File: src/rtl/gfx_pkg.sv
// Shared graphics definitions: fill-pattern codes, fill FSM encoding and the
// default 160x120 screen geometry used by the drawing engines.
package gfx_pkg;

    localparam int GFX_SCREEN_W = 160;
    localparam int GFX_SCREEN_H = 120;

    localparam logic [1:0] FILL_SOLID   = 2'd0;
    localparam logic [1:0] FILL_VSTRIPE = 2'd1;
    localparam logic [1:0] FILL_HSTRIPE = 2'd2;
    localparam logic [1:0] FILL_CHECKER = 2'd3;

    typedef enum logic [1:0] {
        ST_IDLE  = 2'd0,
        ST_SETUP = 2'd1,
        ST_FILL  = 2'd2,
        ST_DONE  = 2'd3
    } fill_state_e;

endpackage

File: src/rtl/fill_pattern_gen.sv
// Combinational pixel colour for a fill pattern, derived only from the pixel's
// own coordinates so other engines can reuse it for patterned strokes.
module fill_pattern_gen
    import gfx_pkg::*;
#(
    parameter int X_W     = 8,
    parameter int Y_W     = 7,
    parameter int COLOR_W = 3
) (
    input  logic [1:0]         mode,
    input  logic [X_W-1:0]     x,
    input  logic [Y_W-1:0]     y,
    input  logic [COLOR_W-1:0] color_in,
    output logic [COLOR_W-1:0] color
);

    always_comb begin
        color = color_in;
        case (mode)
            FILL_SOLID:   color = color_in;
            FILL_VSTRIPE: color = COLOR_W'(x);
            FILL_HSTRIPE: color = COLOR_W'(y);
            FILL_CHECKER: color = (x[0] ^ y[0]) ? ~color_in : color_in;
            default:      color = color_in;
        endcase
    end

endmodule

File: src/rtl/rect_fill_engine.sv
// Rectangle fill engine: orders and clips a corner pair to the screen, then
// streams one patterned pixel per cycle in raster order to the pixel-write port.
module rect_fill_engine
    import gfx_pkg::*;
#(
    parameter int SCREEN_W = GFX_SCREEN_W,
    parameter int SCREEN_H = GFX_SCREEN_H,
    parameter int X_W      = 8,
    parameter int Y_W      = 7,
    parameter int COLOR_W  = 3
) (
    input  logic               clk,
    input  logic               rst,
    input  logic               start,
    input  logic               abort,
    input  logic [X_W-1:0]     x0,
    input  logic [Y_W-1:0]     y0,
    input  logic [X_W-1:0]     x1,
    input  logic [Y_W-1:0]     y1,
    input  logic [1:0]         mode,
    input  logic [COLOR_W-1:0] color_in,
    output logic [X_W-1:0]     x,
    output logic [Y_W-1:0]     y,
    output logic [COLOR_W-1:0] color,
    output logic               plot,
    output logic               busy,
    output logic               done
);

    localparam logic [X_W-1:0] X_LAST = X_W'(SCREEN_W - 1);
    localparam logic [Y_W-1:0] Y_LAST = Y_W'(SCREEN_H - 1);
    localparam logic [X_W:0]   X_LIM  = (X_W + 1)'(SCREEN_W);
    localparam logic [Y_W:0]   Y_LIM  = (Y_W + 1)'(SCREEN_H);

    fill_state_e        state_q, state_d;
    // Corner registers hold the raw request in SETUP and the ordered, clipped
    // bounds (a = low corner, b = high corner) during FILL.
    logic [X_W-1:0]     ax_q, ax_d, bx_q, bx_d;
    logic [Y_W-1:0]     ay_q, ay_d, by_q, by_d;
    logic [1:0]         mode_q, mode_d;
    logic [COLOR_W-1:0] cin_q, cin_d;
    logic [X_W-1:0]     x_q, x_d;
    logic [Y_W-1:0]     y_q, y_d;
    logic [COLOR_W-1:0] color_q, color_d;
    logic               plot_q, plot_d;
    logic               busy_q, busy_d;
    logic               done_q, done_d;

    logic [X_W-1:0]     xl, xh_raw, xh;
    logic [Y_W-1:0]     yl, yh_raw, yh;
    logic               empty;
    logic [COLOR_W-1:0] pat_color;

    always_comb begin
        xl     = (ax_q < bx_q) ? ax_q : bx_q;
        xh_raw = (ax_q < bx_q) ? bx_q : ax_q;
        yl     = (ay_q < by_q) ? ay_q : by_q;
        yh_raw = (ay_q < by_q) ? by_q : ay_q;
        xh     = (xh_raw > X_LAST) ? X_LAST : xh_raw;
        yh     = (yh_raw > Y_LAST) ? Y_LAST : yh_raw;
        empty  = ({1'b0, xl} >= X_LIM) || ({1'b0, yl} >= Y_LIM);
    end

    // Colour is evaluated on the next coordinates so it registers alongside them.
    fill_pattern_gen #(
        .X_W     (X_W),
        .Y_W     (Y_W),
        .COLOR_W (COLOR_W)
    ) u_pattern (
        .mode     (mode_q),
        .x        (x_d),
        .y        (y_d),
        .color_in (cin_q),
        .color    (pat_color)
    );

    always_comb begin
        state_d = state_q;
        ax_d    = ax_q;
        bx_d    = bx_q;
        ay_d    = ay_q;
        by_d    = by_q;
        mode_d  = mode_q;
        cin_d   = cin_q;
        x_d     = x_q;
        y_d     = y_q;
        plot_d  = 1'b0;
        busy_d  = busy_q;
        done_d  = 1'b0;

        case (state_q)
            ST_IDLE: begin
                busy_d = 1'b0;
                if (start) begin
                    ax_d    = x0;
                    bx_d    = x1;
                    ay_d    = y0;
                    by_d    = y1;
                    mode_d  = mode;
                    cin_d   = color_in;
                    busy_d  = 1'b1;
                    state_d = ST_SETUP;
                end
            end
            ST_SETUP: begin
                if (abort) begin
                    busy_d  = 1'b0;
                    state_d = ST_IDLE;
                end else if (empty) begin
                    busy_d  = 1'b0;
                    done_d  = 1'b1;
                    state_d = ST_DONE;
                end else begin
                    ax_d    = xl;
                    bx_d    = xh;
                    ay_d    = yl;
                    by_d    = yh;
                    x_d     = xl;
                    y_d     = yl;
                    plot_d  = 1'b1;
                    busy_d  = 1'b1;
                    state_d = ST_FILL;
                end
            end
            ST_FILL: begin
                if (abort) begin
                    busy_d  = 1'b0;
                    state_d = ST_IDLE;
                end else if ((x_q == bx_q) && (y_q == by_q)) begin
                    busy_d  = 1'b0;
                    done_d  = 1'b1;
                    state_d = ST_DONE;
                end else begin
                    if (x_q == bx_q) begin
                        x_d = ax_q;
                        y_d = y_q + Y_W'(1);
                    end else begin
                        x_d = x_q + X_W'(1);
                    end
                    plot_d = 1'b1;
                end
            end
            ST_DONE: begin
                busy_d  = 1'b0;
                state_d = ST_IDLE;
            end
            default: begin
                busy_d  = 1'b0;
                state_d = ST_IDLE;
            end
        endcase

        color_d = plot_d ? pat_color : color_q;
    end

    always_ff @(posedge clk or posedge rst) begin
        if (rst) begin
            state_q <= ST_IDLE;
            ax_q    <= '0;
            bx_q    <= '0;
            ay_q    <= '0;
            by_q    <= '0;
            mode_q  <= '0;
            cin_q   <= '0;
            x_q     <= '0;
            y_q     <= '0;
            color_q <= '0;
            plot_q  <= 1'b0;
            busy_q  <= 1'b0;
            done_q  <= 1'b0;
        end else begin
            state_q <= state_d;
            ax_q    <= ax_d;
            bx_q    <= bx_d;
            ay_q    <= ay_d;
            by_q    <= by_d;
            mode_q  <= mode_d;
            cin_q   <= cin_d;
            x_q     <= x_d;
            y_q     <= y_d;
            color_q <= color_d;
            plot_q  <= plot_d;
            busy_q  <= busy_d;
            done_q  <= done_d;
        end
    end

    assign x     = x_q;
    assign y     = y_q;
    assign color = color_q;
    assign plot  = plot_q;
    assign busy  = busy_q;
    assign done  = done_q;

endmodule
File: config.mk
export PLATFORM = sky130hd
export DESIGN_NAME = rect_fill_engine
export DESIGN_NICKNAME = d
export VERILOG_FILES = /design/src/rtl/gfx_pkg.sv /design/src/rtl/fill_pattern_gen.sv /design/src/rtl/rect_fill_engine.sv
export SDC_FILE = /design/constraint.sdc
export NUM_CORES = 1
export LEC_CHECK = 0
export CORE_MARGIN = 3
export CORE_UTILIZATION = 30
export DETAILED_ROUTE_END_ITERATION = 16
export GPL_TIMING_DRIVEN = 0
export PLACE_DENSITY_LB_ADDON = 0.1
export SYNTH_ARGS = -nofsm -noshare
export SYNTH_HDL_FRONTEND = slang
export SYNTH_SLANG_ARGS = --single-unit
File: constraint.sdc
create_clock -name clk -period 3.8 [get_ports clk]
set_input_delay 0.95 -clock clk [delete_from_list [all_inputs] [get_ports clk]]
set_output_delay 0.95 -clock clk [all_outputs]
set_load 0.02 [all_outputs]
# Word-level counts from Yosys, hierarchy flattened
# Cells that the tools add are included.
# totals
regBits,58
inputBits,39
output_inout_bits,21
wordCells,107
# classes
add_sub_neg,2
order_cmp,6
eq_ne,15
n_mux,56
bitwise,2
reduce_logical,11
# ops
cell,n
8-bit two-way mux,14
7-bit two-way mux,14
8-bit one-hot mux with 2 select lines,3
7-bit one-hot mux with 2 select lines,3
1-bit two-way mux,12
"2-bit != test, second input constant",6
3-bit one-hot mux with 4 select lines,1
"8-bit by 1-bit adder with 8-bit output, second input constant",1
"2-bit equality test, second input constant",4
8-bit equality test,1
"8-bit >= comparator, second input constant",1
"8-bit > comparator, second input constant",1
8-bit less-than comparator,1
2-bit two-way mux,4
2-bit one-hot mux with 4 select lines,1
"7-bit by 1-bit adder with 7-bit output, second input constant",1
7-bit equality test,1
"7-bit >= comparator, second input constant",1
"7-bit > comparator, second input constant",1
7-bit less-than comparator,1
6-bit AND reduction,1
5-bit AND reduction,1
"2-bit by 1-bit equality test with 1-bit output, second input constant",2
2-bit zero test,2
other kinds (11),14

# Longest topological paths before layout
# Gate-level depths: netlist of the first run.
# depth
word_depth,10
mapped_depth,13
mapped_depth_nobuf,12

# Cells and area by module
# A second synthesis of the first run with hierarchy kept.
# hier_totals
hier_cells,484
area_unflattened_um2,4166.5
# modules_own_cells
module,instances,cells_each,area_per_inst_um2,seq_area_each_um2
rect_fill_engine,1,470,4026.4,1451.4
fill_pattern_gen,1,14,140.1,0.0

# Worst setup path after synthesis of the first run
# OpenSTA, ideal clock, no wires.
# synth_path
path_type,flip-flop to flip-flop
start,reg by_q[5]
end,"reg color_q[0], in the netlist color[0]"
setup_ps,82
arrival_ps,2869
required_time_ps,3718
slack_ps,849
stages_incl_launch_ff,12
n_path_buf,0
period_less_slack_ps,2951
path_cell_list,dfrtp_1 -> inv_1 -> ha_1 -> and2_4 -> a221o_1 -> nor3_1 -> a21oi_4 -> a311o_2 -> o221ai_4 -> mux2_1 -> o32a_1 -> a31oi_1
# synth_between
elab_chain_len,10
elab_cells_between_ends,24
cone_classes,order compare (2); eq/ne (1); mux (18); bitwise (1); reduce/logical (2)
# synth_rtl
element,line,source
start: declaration,rect_fill_engine.sv:39,"logic [Y_W-1:0] ay_q, ay_d, by_q, by_d;"
start signal: assignment,rect_fill_engine.sv:176,by_q <= by_d;
7-bit less-than comparator,rect_fill_engine.sv:57,yl = (ay_q < by_q) ? ay_q : by_q;
7-bit two-way mux,rect_fill_engine.sv:57,
7-bit >= comparator,rect_fill_engine.sv:61,"empty = ({1'b0, xl} >= X_LIM) || ({1'b0, yl} >= Y_LIM);"
1-bit logical OR,rect_fill_engine.sv:61,
8-bit two-way mux,rect_fill_engine.sv:109,end else if (empty) begin
8-bit two-way mux,rect_fill_engine.sv:106,if (abort) begin
8-bit one-hot mux with 2 select lines (*),rect_fill_engine.sv:91,case (state_q)
via u_pattern.x[0],fill_pattern_gen.sv:11,"input logic [X_W-1:0] x,"
1-bit XOR,fill_pattern_gen.sv:23,FILL_CHECKER: color = (x[0] ^ y[0]) ? ~color_in : color_in;
3-bit two-way mux,fill_pattern_gen.sv:23,
3-bit one-hot mux with 4 select lines (*),fill_pattern_gen.sv:19,case (mode)
end signal: assignment,rect_fill_engine.sv:181,color_q <= color_d;
end: declaration,rect_fill_engine.sv:44,"logic [COLOR_W-1:0] color_q, color_d;"
# The timed path passes the listed nets; every way through them passes the cells marked *. The select of a mux whose other input is x is not followed.
# A chain may end at the register's enable or synchronous reset.

# Final worst setup path of the first run
# layout_path
start,reg bx_q[5]
end,reg ax_q[2]
# layout_between
elab_chain_len,6
elab_cells_between_ends,9
cone_classes,order compare (2); eq/ne (1); mux (4); reduce/logical (2)
# layout_rtl
element,line,source
start: declaration,rect_fill_engine.sv:38,"logic [X_W-1:0] ax_q, ax_d, bx_q, bx_d;"
start signal: assignment,rect_fill_engine.sv:160,bx_q <= '0;
start signal: assignment,rect_fill_engine.sv:174,bx_q <= bx_d;
8-bit less-than comparator,rect_fill_engine.sv:55,xl = (ax_q < bx_q) ? ax_q : bx_q;
8-bit two-way mux (*),rect_fill_engine.sv:55,
8-bit >= comparator,rect_fill_engine.sv:61,
1-bit logical OR,rect_fill_engine.sv:61,
2-bit != test (no source line),-,
4-bit AND reduction (no source line),-,
end signal: assignment,rect_fill_engine.sv:159,ax_q <= '0;
end signal: assignment,rect_fill_engine.sv:173,ax_q <= ax_d;
end: declaration,rect_fill_engine.sv:38,
# Mark *: on every way between the ends. The rest lies on a longest branch, timed or not. The select of a mux whose other input is x is not followed.

==> results of run 1 <==
==> kinds of logic (layout without fill, tap and decap cells) <==
group | count (synthesis) | after routing | synth area share
DFF | 58 | 58 | 0.341
adders and majority gates | 18 | 18 | 0.0529
and+or+nand+nor | 151 | 151 | 0.173
AOI/OAI and AO/OA | 177 | 177 | 0.305
buffers and inverters | 50 | 126 | 0.0450
muxes | 15 | 15 | 0.0379
xor gates and xnor gates | 22 | 22 | 0.0453
==> layout make-up <==
class,count,area share
multi-input combinational,383,0.486
sequential,58,0.270
timing repair buffer,60,0.114
clock buffer,14,0.0510
tap,176,0.0410
inverter,28,0.0196
buffer,22,0.0161
clock inverter,2,0.00186
==> stage by stage <==
stage          instances  utilization  power, mW  hold WS (ns)  area (um2)
6_report             743        0.396       5.96         0.504        5370
2_1_floorplan        491            -       3.98         0.510        4260
5_1_grt              743        0.396       6.46         0.540        5370
4_1_cts              743        0.396       5.98         0.512        5370
3_3_place_gp         726        0.374       5.12         0.497        5070
3_5_place_dp         727        0.375       5.16         0.499        5090
==> report_power, final <==
group / internal (mW) / switching (mW)
Clock: 0.493 / 0.298
Sequential: 0.924 / 0.437
Combinational: 1.51 / 2.30
==> flip-flops by register name, indices dropped and copies added (netlist names) <==
| register | count |
|---|---|
| state_q | 2 |
| x | 8 |
| color | 3 |
| bx_q | 8 |
| ax_q | 8 |
| plot | 1 |
| y | 7 |
| by_q | 7 |
| mode_q | 2 |
| cin_q | 3 |
| busy | 1 |
| done | 1 |
| ay_q | 7 |
==> cell usage after synthesis (3+ instances only) <==
library cell	number	area share
or2_2	4	0.0059
and3_1	5	0.0074
o21ai_1	9	0.011
clkbuf_1	19	0.017
mux2_2	7	0.019
a31oi_1	3	0.0044
o21ai_0	25	0.029
o32ai_1	8	0.016
a32o_1	4	0.0094
a22oi_1	6	0.011
buf_2	3	0.0035
ha_1	18	0.053
xnor2_1	20	0.041
nand2_1	53	0.047
a211oi_1	5	0.0088
a21oi_1	33	0.039
inv_1	27	0.024
a22o_1	5	0.010
a21oi_2	3	0.0062
nand3_1	22	0.026
a221o_1	9	0.021
o311a_1	3	0.0071
nor3_1	6	0.0071
nand4_1	5	0.0074
mux2i_1	6	0.014
nor2_1	31	0.027
nand2b_1	3	0.0044
and4_1	4	0.0082
o22ai_1	16	0.024
dfrtp_1	58	0.34
o21bai_1	3	0.0053
a211o_1	3	0.0062
a21boi_0	7	0.012
o21a_1	4	0.0071
a21o_1	4	0.0071
==> critical path, stage by stage (launching register included) <==
cell,delay [ns]
dfrtp_1,0.48
inv_1,0.10
ha_1,0.29
a211o_1,0.28
a21oi_2,0.31
o221a_2,0.29
and3_1,0.27
nand4_2,0.18
a21oi_2,0.49
clkbuf_1,0.48
a31oi_1,0.15
o21ai_1,0.14
==> layer usage <==
| layer | routed length (um) | vias to the layer above | GRT usage |
|---|---|---|---|
| met1 | 6520 | 2009 | 0.246 |
| met2 | 6700 | 110 | 0.299 |
| met3 | 703 | 14 | 0.0414 |
| li1 | - | 2002 | - |
| met4 | 203 | 0 | 0.0536 |
| met5 | 0 | - | 0 |
==> worst paths after layout <==
check | to | cells after the start
min in group asynchronous | color[1] | 2
max reg2reg | ax_q[2] | 11
max in group asynchronous | bx_q[4] | 3
min reg2reg | busy | 1
min | busy | 1
max | ax_q[2] | 11
==> results.py, run 1 <==
metrics = {
    "yosys": {
        "yosys_warnings": 0,
        "synth_edf_count": 0,
        "ys_ff_latch": 58,
        "synth_nets": 548,
        "synth_cell_types": 71,
        "seq_area_frac_synth": 0.341,
        "syn-mean-instance-area_um2": 8.67,
        "synth_ff_type": "dfrtp_1",
        "postSynthCellCount": 491,
        "synthesis.area_um2": 4260,
        "synthArstFlopShare": 1.00,
    },
    "die": {
        "initial_core_util": 0.314,
        "die_h_um": 125,
        "io_pins": 60,
        "die_area_um2": 15700,
        "fp-row-count": 42,
        "core_area_um2": 13600,
        "die_w_um": 125,
    },
    "place": {
        "place_ws_ns": 0.247,
        "dp_hpwl_um": 10700,
        "gp_congestion": 0.908,
        "portBuffers": 59,
    },
    "drt": {
        "drt.antenna.violating_nets": 0,
        "firstDrtPassIters": 5,
        "first_iter_violations": 268,
        "num_vias": 4135,
        "routedWlPerCell_um": 19.0,
        "drc": 0,
        "vias_per_cell": 5.57,
        "routed_wl_um": 14100,
    },
    "sta": {
        "slew_violations": 0,
        "slew_headroom": 0.528,
        "rsz0062_at_grt": "false",
        "worst_slew_pin_slew_ns": 0.706,
        "hold_viol_final": 0,
        "final.setup.tns_ns": 0,
        "fin_crit_ns": 3.57,
        "fmax_mhz": 280,
        "setup_viol": 0,
        "fin_skew_ns": 0.00605,
        "worst_slack_ns": 0.235,
        "post-route-period-util": 0.938,
    },
    "clock_network": {
        "clockRootBuffer": "clkbuf_16",
        "ctsHoldBuffers": 0,
        "cts_setup_buffers": 0,
        "clockBufferDepth": 2,
        "clk_latency_ns": 0.34,
        "cts.clk_slew.worst_paths_ns": 0.05,
        "cts_tree": "done",
        "clock_sinks": 58,
        "cts_max_level": 3,
        "cts_made_buffers": 9,
        "cts_resized": 0,
    },
    "final_layout": {
        "multi_input_area_um2": 2610,
        "nNetsFinal": 619,
        "antenna_cells": 0,
        "register_area_um2": 1450,
        "final_common_cell": "clkdlybuf4s50_1",
        "final.fill_count": 1386,
        "areaGrowthSynthToFinish_pct": 26.2,
        "drive_above_1_share": 0.0811,
        "final_cell_mix": "clkdlybuf4s50_1 (59), dfrtp_1 (58), nand2_1 (53)",
    },
    "critical_path": {
        "r2r-start": "bx_q[5]",
        "r2r_slack_ns": 0.23,
        "crit_path_end_kind": "register",
        "cp_data_required_time_ns": 4.07,
        "crit_type": "reg -> reg",
        "crit_path_max_fanout": 10,
        "critPathLaunch": "bx_q[5]",
        "startpoint_type": "register",
        "arrival_ns": 3.83,
    },
    "hold_path": {
        "min_from": "busy",
        "hold_path_class": "reg -> reg",
    },
    "global_route": {
        "overflow": 0,
        "grt_max_degree": 38,
        "antenna_found_initial": 0,
        "grt_pass1_wl_um": 22900,
        "grt_use_total": 0.184,
        "grt_pass1_vias": 4172,
    },
    "job": {
        "cap_violations": 0,
    },
    "power_and_ir_drop": {
        "power_density_nw_per_um2": 1110,
        "ir_drop_uv": 311,
        "leakage_nw": 2.12,
    },
    "run_status": {
        "status": "finished, final reports clean",
    },
}
Note: power is estimated with default switching activity, not from simulation.
==> run 2, diff against run 1 <==
- CTS_CLUSTER_DIAMETER: default -> 150
- clock period: 3.8 -> 2.9 ns (I/O delays scaled with it)
==> run 2 against run 1 <==
The flow now finishes with violations (setup timing). Register-to-register slack got worse by 0.29 ns. Sequential share of layout area fell by 2.9 points. Cell count rose by 4.3%. Via count rose by 5.4%. Critical path type unchanged. Highest routed layer unchanged.
==> results.py, run 2 (same netlist as run 1, synthesis figures left out) <==
metrics = {
    "run_status": {
        "status": "complete, but fails checks",
        "violations": "setup timing",
    },
    "die": {
        "initial_core_util": 0.314,
        "die_area_um2": 15700,
        "core_area_um2": 13600,
        "die_h_um": 125,
        "fp-row-count": 42,
        "die_w_um": 125,
        "io_pins": 60,
    },
    "drt": {
        "drt.antenna.violating_nets": 0,
        "routedWlPerCell_um": 19.2,
        "firstDrtPassIters": 4,
        "routed_wl_um": 14900,
        "drc": 0,
        "vias_per_cell": 5.62,
        "first_iter_violations": 293,
        "num_vias": 4359,
    },
    "global_route": {
        "grt_max_degree": 31,
        "grt_pass1_vias": 4408,
        "grt_pass1_wl_um": 24100,
        "grt_use_total": 0.193,
        "overflow": 0,
        "antenna_found_initial": 0,
    },
    "clock_network": {
        "clockBufferDepth": 2,
        "cts_max_level": 3,
        "clk_latency_ns": 0.34,
        "cts.clk_slew.worst_paths_ns": 0.05,
        "clockRootBuffer": "clkbuf_16",
        "clock_sinks": 58,
        "cts_tree": "done",
        "cts_made_buffers": 9,
    },
    "final_layout": {
        "final_cells": 775,
        "drive_above_1_share": 0.249,
        "final_common_cell": "clkdlybuf4s50_1",
        "final_cell_mix": "clkdlybuf4s50_1 (59), nand2_1 (52), dfrtp_1 (40)",
        "final.fill_count": 1331,
        "antenna_cells": 0,
        "areaGrowthSynthToFinish_pct": 43.6,
        "stdcell_area_um2": 6110,
        "nNetsFinal": 652,
    },
    "sta": {
        "fin_skew_ns": 0.00702,
        "worst_slew_pin_slew_ns": 0.770,
        "slew_headroom": 0.487,
        "setup_viol": 2,
        "worst_slack_ns": -0.0549,
        "post-route-period-util": 1.02,
        "rsz0062_at_grt": "true",
        "fmax_mhz": 338,
        "hold_viol_final": 0,
        "slew_violations": 0,
        "fin_crit_ns": 2.95,
    },
    "place": {
        "gp_congestion": 0.894,
        "dp_hpwl_um": 10600,
        "place_area_um2": 5100,
        "place_inst": 727,
        "portBuffers": 59,
    },
    "critical_path": {
        "crit_type": "reg -> reg",
        "arrival_ns": 3.21,
        "crit_path_end_kind": "register",
        "startpoint_type": "register",
        "crit_path_max_fanout": 5,
        "cp_data_required_time_ns": 3.16,
    },
    "job": {
        "cap_violations": 0,
    },
    "hold_path": {
        "hold_path_class": "reg -> reg",
    },
}
[run 2: worst max-delay path, cell delays in order, from the launching register on]
cell      delay [ns]
dfrtp_2         0.41
inv_2           0.08
ha_4            0.19
a211o_1         0.28
a21oi_4         0.23
nand3_2         0.13
and4_4          0.19
a311o_2         0.39
o221ai_4        0.13
mux2_4          0.34
o32a_1          0.32
a31oi_1         0.16
[run 2: metrics by stage]
stage | setup TNS, ns | util | setup WS [ns] | hold slack (ns)
global route | -0.464 | 0.451 | -0.211 | 0.564
detailed placement | -15.28 | 0.376 | -0.540 | 0.508
floorplan | -0.00747 | - | -0.00591 | 0.510
finish | -0.0662 | 0.451 | -0.0549 | 0.519
global placement | -43.48 | 0.375 | -0.512 | 0.495
CTS | -0.162 | 0.430 | -0.0655 | 0.522
[run 2: per-layer routing]
layer / vias up / global-route usage / part of all wire
li1: 2061 / - / -
met1: 2161 / 0.258 / 0.45
met2: 115 / 0.311 / 0.49
met3: 22 / 0.0392 / 0.038
met4: 0 / 0.0714 / 0.023
met5: - / 0 / 0
[run 2: final cells by class]
| type | instances | area [um2] | share of cell area |
|---|---|---|---|
| plain buffers | 19 | 95.1 | 0.0156 |
| clock buffers | 12 | 246 | 0.0403 |
| clock inverters | 3 | 40.0 | 0.00655 |
| inverters | 28 | 105 | 0.0172 |
| multi-input cells | 383 | 2990 | 0.489 |
| flip-flops and latches | 58 | 1470 | 0.241 |
| well taps | 176 | 220 | 0.0360 |
| repair buffers | 96 | 941 | 0.154 |
[run 2: timing repair]
action,4_1_cts,5_1_grt
resized for setup,59,45
pin swaps,23,21
buffers inserted,26,10
endpoints found under the hold margin,0,0
hold buffers,0,0
setup endpoints to repair,43,42
[run 2: path summary, 6_finish.rpt]
path	from	to	slack [ns]	cells past startpoint
setup / recovery	bx_q[5]	color[0]	-0.05	11
hold / removal	busy	busy	0.52	1
setup reg to reg	bx_q[5]	color[0]	-0.05	11
hold reg to reg	busy	busy	0.52	1
max in group asynchronous	rst	ax_q[1]	1.49	3
min in group asynchronous	rst	y[3]	0.80	2
Power of run 2 is left out: the tool's default activity adds up to more than one toggle a clock period on the data nets, which glitch-free logic cannot reach.
